$ cat src/rtl/prog_loader_pkg.sv
// Shared types and header-field layout for the instruction-memory loader.
// Header word layout: [ADDR_W-1:0] start address, [2*ADDR_W-1:ADDR_W] word count.
package prog_loader_pkg;

    typedef enum logic [2:0] {
        ST_IDLE = 3'd0,
        ST_HDR  = 3'd1,
        ST_DATA = 3'd2,
        ST_CSUM = 3'd3,
        ST_RUN  = 3'd4,
        ST_ERR  = 3'd5
    } state_e;

    localparam int unsigned HDR_START_LSB = 0;

    function automatic int unsigned hdr_start_msb(input int unsigned addr_w);
        return addr_w - 1;
    endfunction

    function automatic int unsigned hdr_cnt_lsb(input int unsigned addr_w);
        return addr_w;
    endfunction

    function automatic int unsigned hdr_cnt_msb(input int unsigned addr_w);
        return (2 * addr_w) - 1;
    endfunction

    // Both header fields must fit inside one stream word.
    function automatic bit widths_ok(input int unsigned data_w, input int unsigned addr_w);
        return data_w >= (2 * addr_w);
    endfunction

endpackage

$ cat src/rtl/prog_loader.sv
// Streams a segmented, checksummed program image into instruction memory and
// holds the CPU in reset-like idle (cpu_en low) until the image loads cleanly.
module prog_loader
    import prog_loader_pkg::*;
#(
    parameter int unsigned DATA_W = 32,
    parameter int unsigned ADDR_W = 11,
    parameter int unsigned CNT_W  = 16
) (
    input  logic              clk,
    input  logic              reset,
    input  logic              load_req,
    input  logic              s_valid,
    output logic              s_ready,
    input  logic [DATA_W-1:0] s_data,
    output logic              w_enable,
    output logic [ADDR_W-1:0] w_adrs,
    output logic [DATA_W-1:0] w_instruction,
    output logic              cpu_en,
    output logic              busy,
    output logic              error,
    output logic [CNT_W-1:0]  words_loaded
);

    localparam int unsigned START_LSB = HDR_START_LSB;
    localparam int unsigned START_MSB = hdr_start_msb(ADDR_W);
    localparam int unsigned CNT_LSB   = hdr_cnt_lsb(ADDR_W);
    localparam int unsigned CNT_MSB   = hdr_cnt_msb(ADDR_W);
    localparam int unsigned AW1       = ADDR_W + 1;
    localparam logic [AW1-1:0] MEM_DEPTH = {1'b1, {ADDR_W{1'b0}}};

    if (!widths_ok(DATA_W, ADDR_W)) begin : g_width_check
        $error("prog_loader: DATA_W must be at least 2*ADDR_W");
    end

    state_e state_q, state_d;

    logic              hs;
    logic [ADDR_W-1:0] hdr_start;
    logic [ADDR_W-1:0] hdr_count;
    logic [AW1-1:0]    hdr_end;
    logic              hdr_range_err;
    logic              last_word;
    logic              csum_match;

    logic [ADDR_W-1:0] addr_q, addr_d;
    logic [ADDR_W-1:0] remaining_q, remaining_d;
    logic [DATA_W-1:0] csum_q, csum_d;

    logic              s_ready_q, s_ready_d;
    logic              w_enable_q, w_enable_d;
    logic [ADDR_W-1:0] w_adrs_q, w_adrs_d;
    logic [DATA_W-1:0] w_instruction_q, w_instruction_d;
    logic              cpu_en_q, cpu_en_d;
    logic              busy_q, busy_d;
    logic              error_q, error_d;
    logic [CNT_W-1:0]  words_loaded_q, words_loaded_d;

    // s_ready_q is purely a function of state, so it doubles as the accept qualifier.
    assign hs            = s_valid && s_ready_q;
    assign hdr_start     = s_data[START_MSB:START_LSB];
    assign hdr_count     = s_data[CNT_MSB:CNT_LSB];
    assign hdr_end       = AW1'(hdr_start) + AW1'(hdr_count);
    assign hdr_range_err = hdr_end > MEM_DEPTH;
    assign last_word     = remaining_q == ADDR_W'(1);
    assign csum_match    = s_data == csum_q;

    always_ff @(posedge clk or posedge reset) begin
        if (reset) begin
            state_q <= ST_IDLE;
        end else begin
            state_q <= state_d;
        end
    end

    // load_req wins over any handshake in the same cycle.
    always_comb begin
        state_d = state_q;
        if (load_req) begin
            state_d = ST_HDR;
        end else begin
            case (state_q)
                ST_IDLE: state_d = ST_IDLE;
                ST_HDR: begin
                    if (hs) begin
                        if (hdr_count == '0) begin
                            state_d = ST_RUN;
                        end else if (hdr_range_err) begin
                            state_d = ST_ERR;
                        end else begin
                            state_d = ST_DATA;
                        end
                    end
                end
                ST_DATA: begin
                    if (hs && last_word) begin
                        state_d = ST_CSUM;
                    end
                end
                ST_CSUM: begin
                    if (hs) begin
                        state_d = csum_match ? ST_HDR : ST_ERR;
                    end
                end
                ST_RUN:  state_d = ST_RUN;
                ST_ERR:  state_d = ST_ERR;
                default: state_d = ST_IDLE;
            endcase
        end
    end

    always_comb begin
        addr_d          = addr_q;
        remaining_d     = remaining_q;
        csum_d          = csum_q;
        w_enable_d      = 1'b0;
        w_adrs_d        = w_adrs_q;
        w_instruction_d = w_instruction_q;
        words_loaded_d  = words_loaded_q;

        // Status flags follow the next state so they land with the transition.
        s_ready_d = state_d inside {ST_HDR, ST_DATA, ST_CSUM};
        busy_d    = state_d inside {ST_HDR, ST_DATA, ST_CSUM};
        cpu_en_d  = state_d == ST_RUN;
        error_d   = state_d == ST_ERR;

        if (load_req) begin
            addr_d         = '0;
            remaining_d    = '0;
            csum_d         = '0;
            words_loaded_d = '0;
        end else if (hs) begin
            case (state_q)
                ST_HDR: begin
                    addr_d      = hdr_start;
                    remaining_d = hdr_count;
                    csum_d      = '0;
                end
                ST_DATA: begin
                    w_enable_d      = 1'b1;
                    w_adrs_d        = addr_q;
                    w_instruction_d = s_data;
                    csum_d          = csum_q + s_data;
                    addr_d          = addr_q + ADDR_W'(1);
                    remaining_d     = remaining_q - ADDR_W'(1);
                    if (words_loaded_q != '1) begin
                        words_loaded_d = words_loaded_q + CNT_W'(1);
                    end
                end
                default: begin
                end
            endcase
        end
    end

    always_ff @(posedge clk or posedge reset) begin
        if (reset) begin
            addr_q          <= '0;
            remaining_q     <= '0;
            csum_q          <= '0;
            s_ready_q       <= 1'b0;
            w_enable_q      <= 1'b0;
            w_adrs_q        <= '0;
            w_instruction_q <= '0;
            cpu_en_q        <= 1'b0;
            busy_q          <= 1'b0;
            error_q         <= 1'b0;
            words_loaded_q  <= '0;
        end else begin
            addr_q          <= addr_d;
            remaining_q     <= remaining_d;
            csum_q          <= csum_d;
            s_ready_q       <= s_ready_d;
            w_enable_q      <= w_enable_d;
            w_adrs_q        <= w_adrs_d;
            w_instruction_q <= w_instruction_d;
            cpu_en_q        <= cpu_en_d;
            busy_q          <= busy_d;
            error_q         <= error_d;
            words_loaded_q  <= words_loaded_d;
        end
    end

    assign s_ready       = s_ready_q;
    assign w_enable      = w_enable_q;
    assign w_adrs        = w_adrs_q;
    assign w_instruction = w_instruction_q;
    assign cpu_en        = cpu_en_q;
    assign busy          = busy_q;
    assign error         = error_q;
    assign words_loaded  = words_loaded_q;

endmodule

$ cat config.mk
export PLATFORM = sky130hd
export DESIGN_NAME = prog_loader
export DESIGN_NICKNAME = d
export VERILOG_FILES = /design/src/rtl/prog_loader_pkg.sv /design/src/rtl/prog_loader.sv
export SDC_FILE = /design/constraint.sdc
export NUM_CORES = 1
export LEC_CHECK = 0
export ABC_CLOCK_PERIOD_IN_PS = 5050
export CORE_ASPECT_RATIO = 0.5
export CORE_MARGIN = 8
export CORE_UTILIZATION = 56
export CTS_BUF_LIST = sky130_fd_sc_hd__clkbuf_8 sky130_fd_sc_hd__clkbuf_16
export CTS_CLUSTER_DIAMETER = 150
export DETAILED_ROUTE_END_ITERATION = 10
export HOLD_SLACK_MARGIN = 0.02
export PLACE_DENSITY = 0.81
export REMOVE_ABC_BUFFERS = 1
export SLEW_MARGIN = 20
export SYNTH_ARGS = -nofsm -noshare
export SYNTH_HDL_FRONTEND = slang
export SYNTH_SLANG_ARGS = --single-unit
$ cat constraint.sdc
create_clock -name clk -period 5.05 [get_ports clk]
set_input_delay 1.515 -clock clk [delete_from_list [all_inputs] [get_ports clk]]
set_output_delay 1.515 -clock clk [all_outputs]
set_load 0.02 [all_outputs]
---- After elaboration in Yosys (flattened, before gate mapping) ----
Cells that the tools add are included.
cells by class
  add/subtract/negate cells ............... 5
  multipliers ............................. 0
  div/mod/pow operators ................... 0
  magnitude comparators ................... 1
  equality and inequality tests ........... 13
  shift operators ......................... 0
  mux-type cells .......................... 24
  bitwise gates (word level) .............. 1
  reductions and logical operators ........ 11
operator list
  kind                                                                   count
  16-bit 2-to-1 mux                                                      4
  32-bit 2-to-1 mux                                                      2
  32-bit case mux with 2 select lines                                    1
  11-bit 2-to-1 mux                                                      4
  11-bit case mux with 2 select lines                                    2
  32-bit adder                                                           1
  32-bit == test                                                         1
  3-bit 2-to-1 mux                                                       7
  16-bit by 1-bit adder with 16-bit output (second input constant)       1
  16-bit inequality test (second input constant)                         1
  3-bit case mux with 5 select lines                                     1
  11-bit by 11-bit adder with 12-bit output                              1
  3-bit by 2-bit == test with 1-bit output (second input constant)       4
  3-bit == test (second input constant)                                  4
  12-bit > comparator (second input constant)                            1
  11-bit by 1-bit adder with 11-bit output (second input constant)       1
  11-bit by 1-bit == test with 1-bit output (second input constant)      1
  11-bit logical NOT                                                     1
  11-bit by 1-bit subtractor with 11-bit output (second input constant)  1
  3-bit by 1-bit == test with 1-bit output (second input constant)       2
  3-bit AND reduction                                                    2
  2-bit nonzero test                                                     3
  3-bit nonzero test                                                     2
  1-bit 2-to-1 mux                                                       3
  other kinds (3)                                                        4
storage, ports and cells
  register bits after elaboration ......... 120
  bits in latches ......................... 0
  RAM bits ................................ 0
  memory bits (read-only) ................. 0
  input port bits ......................... 36
  output and inout bits ................... 64
  logic and storage cells ................. 66
  memories kept ........................... 0

---- Depth between registers and ports, before layout ----
Gate-level depths: netlist of the first run.
  depth after elaboration ................. 9
  depth in mapped cells ................... 10
  depth with buffers taken out ............ 10

---- Worst setup path after synthesis of the first run ----
Ideal clock, no wire load.
  path kind ............................... input port to flip-flop
  start ................................... in s_data[0]
  end ..................................... reg error_q (netlist: error)
  setup time .............................. 121 ps
  data arrival time ....................... 3811 ps
  required time ........................... 4929 ps
  path slack .............................. 1117 ps
  stages .................................. 9
  buffers on the path ..................... 0
  path through ............................ ha_1 fa_1 or4_1 a2111oi_2 nand3_1 a211oi_2 a21o_2 o311ai_4 and4bb_2
between the ends
  word-level cells in the longest chain between the ends .. 8
  elaborated cells on any way between the ends .. 11
  classes of those cells .................. add/sub (1); order compare (1); eq/ne (2); mux (7)
ends and longest elaborated chain
  item                                       line                source
  from (decl)                                prog_loader.sv:15   input logic [DATA_W-1:0] s_data,
  11-bit by 11-bit adder with 12-bit output  prog_loader.sv:63   assign hdr_end = AW1'(hdr_start) + AW1'(hdr_count);
  12-bit > comparator                        prog_loader.sv:64   assign hdr_range_err = hdr_end > MEM_DEPTH;
  3-bit 2-to-1 mux                           prog_loader.sv:88   end else if (hdr_range_err) begin
  3-bit 2-to-1 mux                           prog_loader.sv:86   if (hdr_count == '0) begin
  3-bit 2-to-1 mux                           prog_loader.sv:85   if (hs) begin
  3-bit case mux with 5 select lines         prog_loader.sv:82   case (state_q)
  3-bit 2-to-1 mux                           prog_loader.sv:79   if (load_req) begin
  net state_d[0]                             prog_loader.sv:36   state_e state_q, state_d;
  3-bit == test                              prog_loader.sv:125  error_d = state_d == ST_ERR;
  net error_d                                prog_loader.sv:56   logic error_q, error_d;
  to (signal assigned)                       prog_loader.sv:179  error_q <= error_d;
  to (decl)                                  prog_loader.sv:56
The timed path passes the listed nets, and every way through them passes these cells.
A chain may end at the register's enable or synchronous reset.

---- Final worst setup path of the first run ----
  start ................................... in s_data[0]
  end ..................................... reg cpu_en_q (netlist: cpu_en)
between the ends
  word-level cells in the longest chain between the ends .. 8
  elaborated cells on any way between the ends .. 11
  classes of those cells .................. add/sub (1); order compare (1); eq/ne (2); mux (7)
ends and longest elaborated chain
  item                                       line                source
  11-bit by 11-bit adder with 12-bit output  prog_loader.sv:63
  12-bit > comparator                        prog_loader.sv:64
  3-bit 2-to-1 mux                           prog_loader.sv:88
  3-bit 2-to-1 mux                           prog_loader.sv:86
  3-bit 2-to-1 mux                           prog_loader.sv:85
  3-bit case mux with 5 select lines         prog_loader.sv:82
  3-bit 2-to-1 mux                           prog_loader.sv:79
  net state_d[0]                             prog_loader.sv:36
  3-bit == test                              prog_loader.sv:124  cpu_en_d = state_d == ST_RUN;
  net cpu_en_d                               prog_loader.sv:54   logic cpu_en_q, cpu_en_d;
  to (signal assigned)                       prog_loader.sv:177  cpu_en_q <= cpu_en_d;
  to (decl)                                  prog_loader.sv:54
The timed path passes the listed nets, and every way through them passes these cells.

==> impl_metrics.csv, run 1 <==
group,metric,value,unit
status,run_status,"finished, final reports clean",
floorplan,die_height,97.4,um
synth,synth_seq_cells,120,
critical_path,critPathMaxFanout,5,
pwr,pwr-share-comb,30.3,%
cts,cts_setup_buffers,0,
cts,cts.path.max_buffers,2,
global_routing,grt_antenna_before_repair,0,
placement,gp_congestion,0.914,
timing,hold_viol,0,
critical_path,worstSetupStartpointType,"input port",
global_routing,grt_usage,24.3,%
global_routing,grt.overflow.total,0,
floorplan,initial_utilization,57.9,%
floorplan,ios,100,
critical_path,ff2ff_setup_slack,2100,ps
synth,yosysTopAreaCellShare,40.5,%
pwr,p_switching,0.00119,W
drt,avgRoutedWirePerCell,18.0,um
global_routing,grt_max_degree,73,
critical_path,reg2reg_depth,10,
synth,synth_top_cell_by_area,"dfrtp_1",
worst_hold_path,hp-class,"flip-flop to flip-flop",
cts,insertion_delay,420,ps
run,max-cap-violations,0,
pwr,ir_worst_vdd,229,uV
critical_path,arrival,4590,ps
placement,dp_hpwl,14700,um
cts,cts_tree,"built",
timing,slew_violations,0,
synth,ys_async_sr_fraction,100,%
drt,drt-total-wl,20700,um
timing,slew_headroom,50.0,%
synth,syn-cell-area,0.00742,sq mm
cts,cts_root_buf,"clkbuf_16",
timing,rsz0062_at_grt,"false",
global_routing,grt_pass1_vias,6939,
timing,max_freq,234,MHz
critical_path,worstSetupPathType,"input port to flip-flop",
drt,drtIter0Drc,479,
floorplan,rows,29,
critical_path,startpoint,"s_data[0]",
timing,tns,0,ps
synth,synth.avg_cell_area,8.49,sq um
cts,clk_pin_slew,60,ps
synth,ys_seq_area_share,40.5,%
global_routing,grt_pass1_wl,34300,um
cts,h-tree-depth,4,
cts,clkSinkCount,120,
drt,drc,0,
floorplan,dieArea,0.0174,sq mm
cts,ctsHoldBuffers,0,
placement,io_buffers,99,
critical_path,r2r_start,"csum_q[0]",
timing,fin_crit_sh,84.6,%
finish,diodes,0,
finish,nets,1054,
finish,final_cell_mix,"195 x nand2_1, 120 x dfrtp_1, 99 x clkdlybuf4s50_1",
timing,setup_viol,0,
drt,antenna_left,0,
synth,synthTopCellsByArea,"dfrtp_1 40%, nand2_1 9.9%, ha_1 7.9%, o21ai_0 5.7%, a21oi_1 4.0%",
critical_path,r2r_end,"csum_q[24]",
critical_path,crit_path_end_kind,"flip-flop",
floorplan,die_x,179,um
worst_hold_path,hold_depth,2,
drt,firstDrtPassIters,5,
floorplan,core_area,0.0128,sq mm
worst_hold_path,min_to,"w_adrs[10]",
timing,skew,9.32,ps
critical_path,crit_required,5370,ps
cts,cts.repair.resized,0,
timing,tightestPinTransition,749,ps
finish,area_growth,23.2,%
synth,synth_edf_count,0,
pwr,p_clk_share,32.7,%
drt,vias_per_cell,5.96,
synth,synth_cells,874,
finish,drive_above_1_share,6.42,%
pwr,swShare,35.1,%
worst_hold_path,min_from,"w_adrs[10]",
finish,layout_commonest_cell,"nand2_1",
synth,ys.flop_type,"dfrtp_1",
drt,via_count,6869,
pwr,p_per_area,371,mW/mm^2
pwr,p_leak,4.23,nW
pwr,p_seq_share,36.9,%
cts,numCtsBuffers,17,
synth,ys_types,66,
pwr,intPower,0.00220,W
synth,ys_warn_count,0,
timing,period_needed,4270,ps
finish,final_core_util,71.4,%
logic make-up after synthesis:
logic type | synth area share [%]
AND/OR/NAND/NOR | 22.7
AO/OA/AOI/OAI | 19.9
flip-flops | 40.5
adder cells (fa/ha/maj) | 8.47
buffers and inverters | 2.51
XOR/XNOR | 4.96
multiplexers | 0.978
state kept, by name (all words and copies together) (netlist names):
name	count
csum_q	32
remaining_q	11
words_loaded	16
cpu_en	1
state_q	3
w_adrs	11
w_enable	1
addr_q	11
busy	1
w_instruction	32
error	1
Yosys cell counts, drive strengths merged, types with 7 or more instances:
library cell,n
a211oi,8
a21o,16
a21oi,59
a31oi,10
and3,16
clkbuf,30
dfrtp,120
ha,47
inv,11
nand2,195
nand3,22
nor2,67
nor3,17
nor3b,7
nor4,11
o211ai,8
o21ai,87
xnor2,19
xor2,23
through the flow:
stage               instances  total power (W)  setup WS, ps  instance area [sq um]  hold WS [ps]
finish                   1152          0.00339           779                   9140           473
floorplan                 838          0.00183           286                   7280           453
global placement         1120          0.00226           417                   8600           458
detailed placement       1120          0.00228           363                   8600           461
CTS                      1152          0.00340           794                   9140           475
global route             1152          0.00355           528                   9140           502
power groups by stage:
stage          clock network [W]  logic (W)  registers [W]
6_report                 0.00111    0.00103        0.00125
5_1_grt                  0.00116    0.00113        0.00127
4_1_cts                  0.00112    0.00103        0.00125
3_5_place_dp                   0    0.00102        0.00126
3_3_place_gp                   0    0.00100        0.00125
2_1_floorplan                  0   0.000441        0.00139
worst max-delay path: stages:
cell and delay (ps):
clkdlybuf4s50_1 570, ha_1 230, fa_1 440, or4_1 520, a2111oi_2 330, nand3_1 140, a211oi_2 210, a21o_2 210
o311ai_4 130, nor4b_4 280
area by class of cell:
cell class	count	area, sq um
Fill cell	1005	3670
Clock buffer	19	453
Inverter	12	47.5
Multi-Input combinational cell	706	4240
Clock inverter	13	83.8
Timing Repair Buffer	112	1100
Sequential cell	120	3000
Tap cell	170	213
metal layers:
layer | up-vias | global-route usage, % | part of all wire, %
met5 | - | 0 | 0
met4 | 0 | 9.54 | 2.7
met3 | 50 | 5.16 | 6.3
met2 | 239 | 40.3 | 47
met1 | 3293 | 30.4 | 44
li1 | 3287 | - | -
worst max-delay path by stage:
stage            endpoint  slack [ps]  cells past startpoint
3_3_place_gp        error         420                     10
3_5_place_dp       cpu_en         360                     10
2_1_floorplan  csum_q[30]         290                      5
6_report           cpu_en         780                     10
4_1_cts            cpu_en         790                     10
5_1_grt        csum_q[24]         530                     11
No activity file was read; power rests on OpenSTA's default activity.
==> inputs of run 2 (changes only) <==
ABC_CLOCK_PERIOD_IN_PS = 4300   (was 5050)
clock period = 4.3 ns   (was 5.05 ns; I/O delays follow)
==> impl_metrics.csv, run 2 (synthesis gave the netlist of run 1 again) <==
group,metric,value,unit
critical_path,crit_path_end_kind,"flip-flop",
cts,cts_tree,"built",
critical_path,ff2ff_setup_slack,1500,ps
pwr,p_per_area,439,mW/mm^2
finish,drive_above_1_share,8.86,%
global_routing,grt_pass1_wl,35400,um
floorplan,core_area,0.0128,sq mm
critical_path,crit_family,"simple AND/OR/NAND/NOR gates",
critical_path,reg2reg_depth,11,
timing,skew,12.6,ps
critical_path,crit_end,"cpu_en",
cts,cts.repair.resized,0,
cts,h-tree-depth,4,
status,run_status,"finished, final reports clean",
pwr,p_switching,0.00144,W
placement,io_buffers,99,
critical_path,r2r_end,"csum_q[30]",
global_routing,grt_max_degree,56,
critical_path,cp_slowest_stage_delay,520,ps
pwr,pwr-share-comb,30.1,%
critical_path,startpoint,"s_data[0]",
timing,period_needed,3930,ps
global_routing,grt_antenna_before_repair,0,
floorplan,rows,29,
floorplan,ios,100,
drt,vias_per_cell,6.01,
cts,clk_pin_slew,60,ps
drt,firstDrtPassIters,5,
finish,diodes,0,
finish,final_cell_mix,"195 x nand2_1, 120 x dfrtp_1, 99 x clkdlybuf4s50_1",
drt,antenna_left,0,
critical_path,path_cells,"clkdlybuf4s50_1, ha_1, fa_1, or4_1, a2111oi_2, nand3_1, a211oi_2, a21o_2, o311ai_4, nor4b_4",
timing,setup_viol,0,
timing,fin_crit_sh,91.5,%
timing,hold_viol,0,
critical_path,arrival,4250,ps
critical_path,critPathBufInv,1,
pwr,p_leak,4.37,nW
timing,slew_violations,0,
global_routing,grt.overflow.total,0,
worst_hold_path,hold_depth,2,
finish,layout_commonest_cell,"nand2_1",
run,max-cap-violations,0,
pwr,p_seq_share,35.8,%
cts,numCtsBuffers,17,
cts,cts_root_buf,"clkbuf_16",
timing,slew_headroom,53.4,%
floorplan,die_height,97.4,um
placement,gp_congestion,0.889,
cts,clkSinkCount,120,
drt,drt-total-wl,21400,um
timing,rsz0062_at_grt,"false",
drt,via_count,7067,
floorplan,initial_utilization,57.9,%
critical_path,worstSetupStartpointType,"input port",
finish,nets,1077,
global_routing,grt_usage,24.9,%
pwr,swShare,35.0,%
floorplan,dieArea,0.0174,sq mm
drt,avgRoutedWirePerCell,18.2,um
critical_path,critPathMaxFanout,4,
placement,dp_hpwl,15200,um
cts,cts.path.max_buffers,2,
timing,tightestPinTransition,699,ps
drt,drtIter0Drc,577,
pwr,ir_worst_vdd,289,uV
floorplan,die_x,179,um
cts,ctsHoldBuffers,0,
drt,drc,0,
timing,max_freq,254,MHz
worst_hold_path,hp-class,"flip-flop to flip-flop",
placement,place_area,0.00878,sq mm
global_routing,grt_pass1_vias,7106,
finish,area_growth,26.1,%
finish,design_area,0.00935,sq mm
critical_path,cpMaxStageDelayCell,"or4_1",
critical_path,worstSetupPathType,"input port to flip-flop",
cts,insertion_delay,420,ps
pwr,intPower,0.00267,W
critical_path,cp.depth,10,
finish,final_core_util,73.0,%
critical_path,crit_required,4610,ps
pwr,p_clk_share,34.1,%
cts,cts_setup_buffers,0,
critical_path,r2r_start,"csum_q[0]",
finish,n_fill_cell,966,
## run 2: cell count changes in the layout (fill, tap and decap cells not counted), sizes merged
cell      previous run  this run
clkinvlp             6         3
clkinv               4         9
bufinv               0         1
inv                 15        12
buf                 13        36
## run 2: worst min path at each step
stage	startpoint	end	slack, ps
2_1_floorplan	csum_q[25]	csum_q[25]	450
3_3_place_gp	w_instruction[6]	w_instruction[6]	460
3_5_place_dp	w_instruction[8]	w_instruction[8]	460
4_1_cts	w_adrs[10]	w_adrs[10]	480
5_1_grt	w_instruction[31]	w_instruction[31]	490
6_report	w_instruction[6]	w_instruction[6]	470
## run 2: area by class of cell
| cell class | count | area, sq um | share of cell area (%) |
|---|---|---|---|
| clock inverter | 13 | 124 | 1.32 |
| tap | 170 | 213 | 2.27 |
| multi-input combinational | 706 | 4240 | 45.3 |
| inverter | 12 | 47.5 | 0.508 |
| clock buffer | 19 | 453 | 4.84 |
| timing repair buffer | 135 | 1270 | 13.6 |
| sequential | 120 | 3000 | 32.1 |
## run 2: tightest hold or removal path, delay by kind of cell (launching register included)
kind | cells | cell delay (ps)
simple gates | 2 | 100
flops | 1 | 340
## run 2: layer usage
| metal | global-route usage, % | up-vias | wire length, um |
|---|---|---|---|
| li1 | - | 3346 | - |
| met1 | 32.5 | 3437 | 9670 |
| met2 | 41.3 | 246 | 10200 |
| met3 | 4.07 | 38 | 1200 |
| met4 | 7.90 | 0 | 361 |
| met5 | 0 | - | 0 |
## run 2: stage by stage
step	hold slack, ps	setup TNS (ps)	std cells	setup WS [ps]	total power [W]
6_report	473	0	1175	366	0.00411
2_1_floorplan	453	-24780	838	-239	0.00215
4_1_cts	476	0	1175	382	0.00411
3_5_place_dp	461	-16.6	1143	-16.6	0.00271
3_3_place_gp	457	0	1143	38.0	0.00267
5_1_grt	494	0	1175	202	0.00429
## run 2: power by group through the flow
stage / registers [W] / clock network [W] / logic (W)
after floorplan: 0.00163 / 0 / 0.000518
after global placement: 0.00147 / 0 / 0.00120
after detailed placement: 0.00148 / 0 / 0.00122
after CTS: 0.00146 / 0.00141 / 0.00124
after global routing: 0.00149 / 0.00146 / 0.00134
final: 0.00147 / 0.00140 / 0.00124
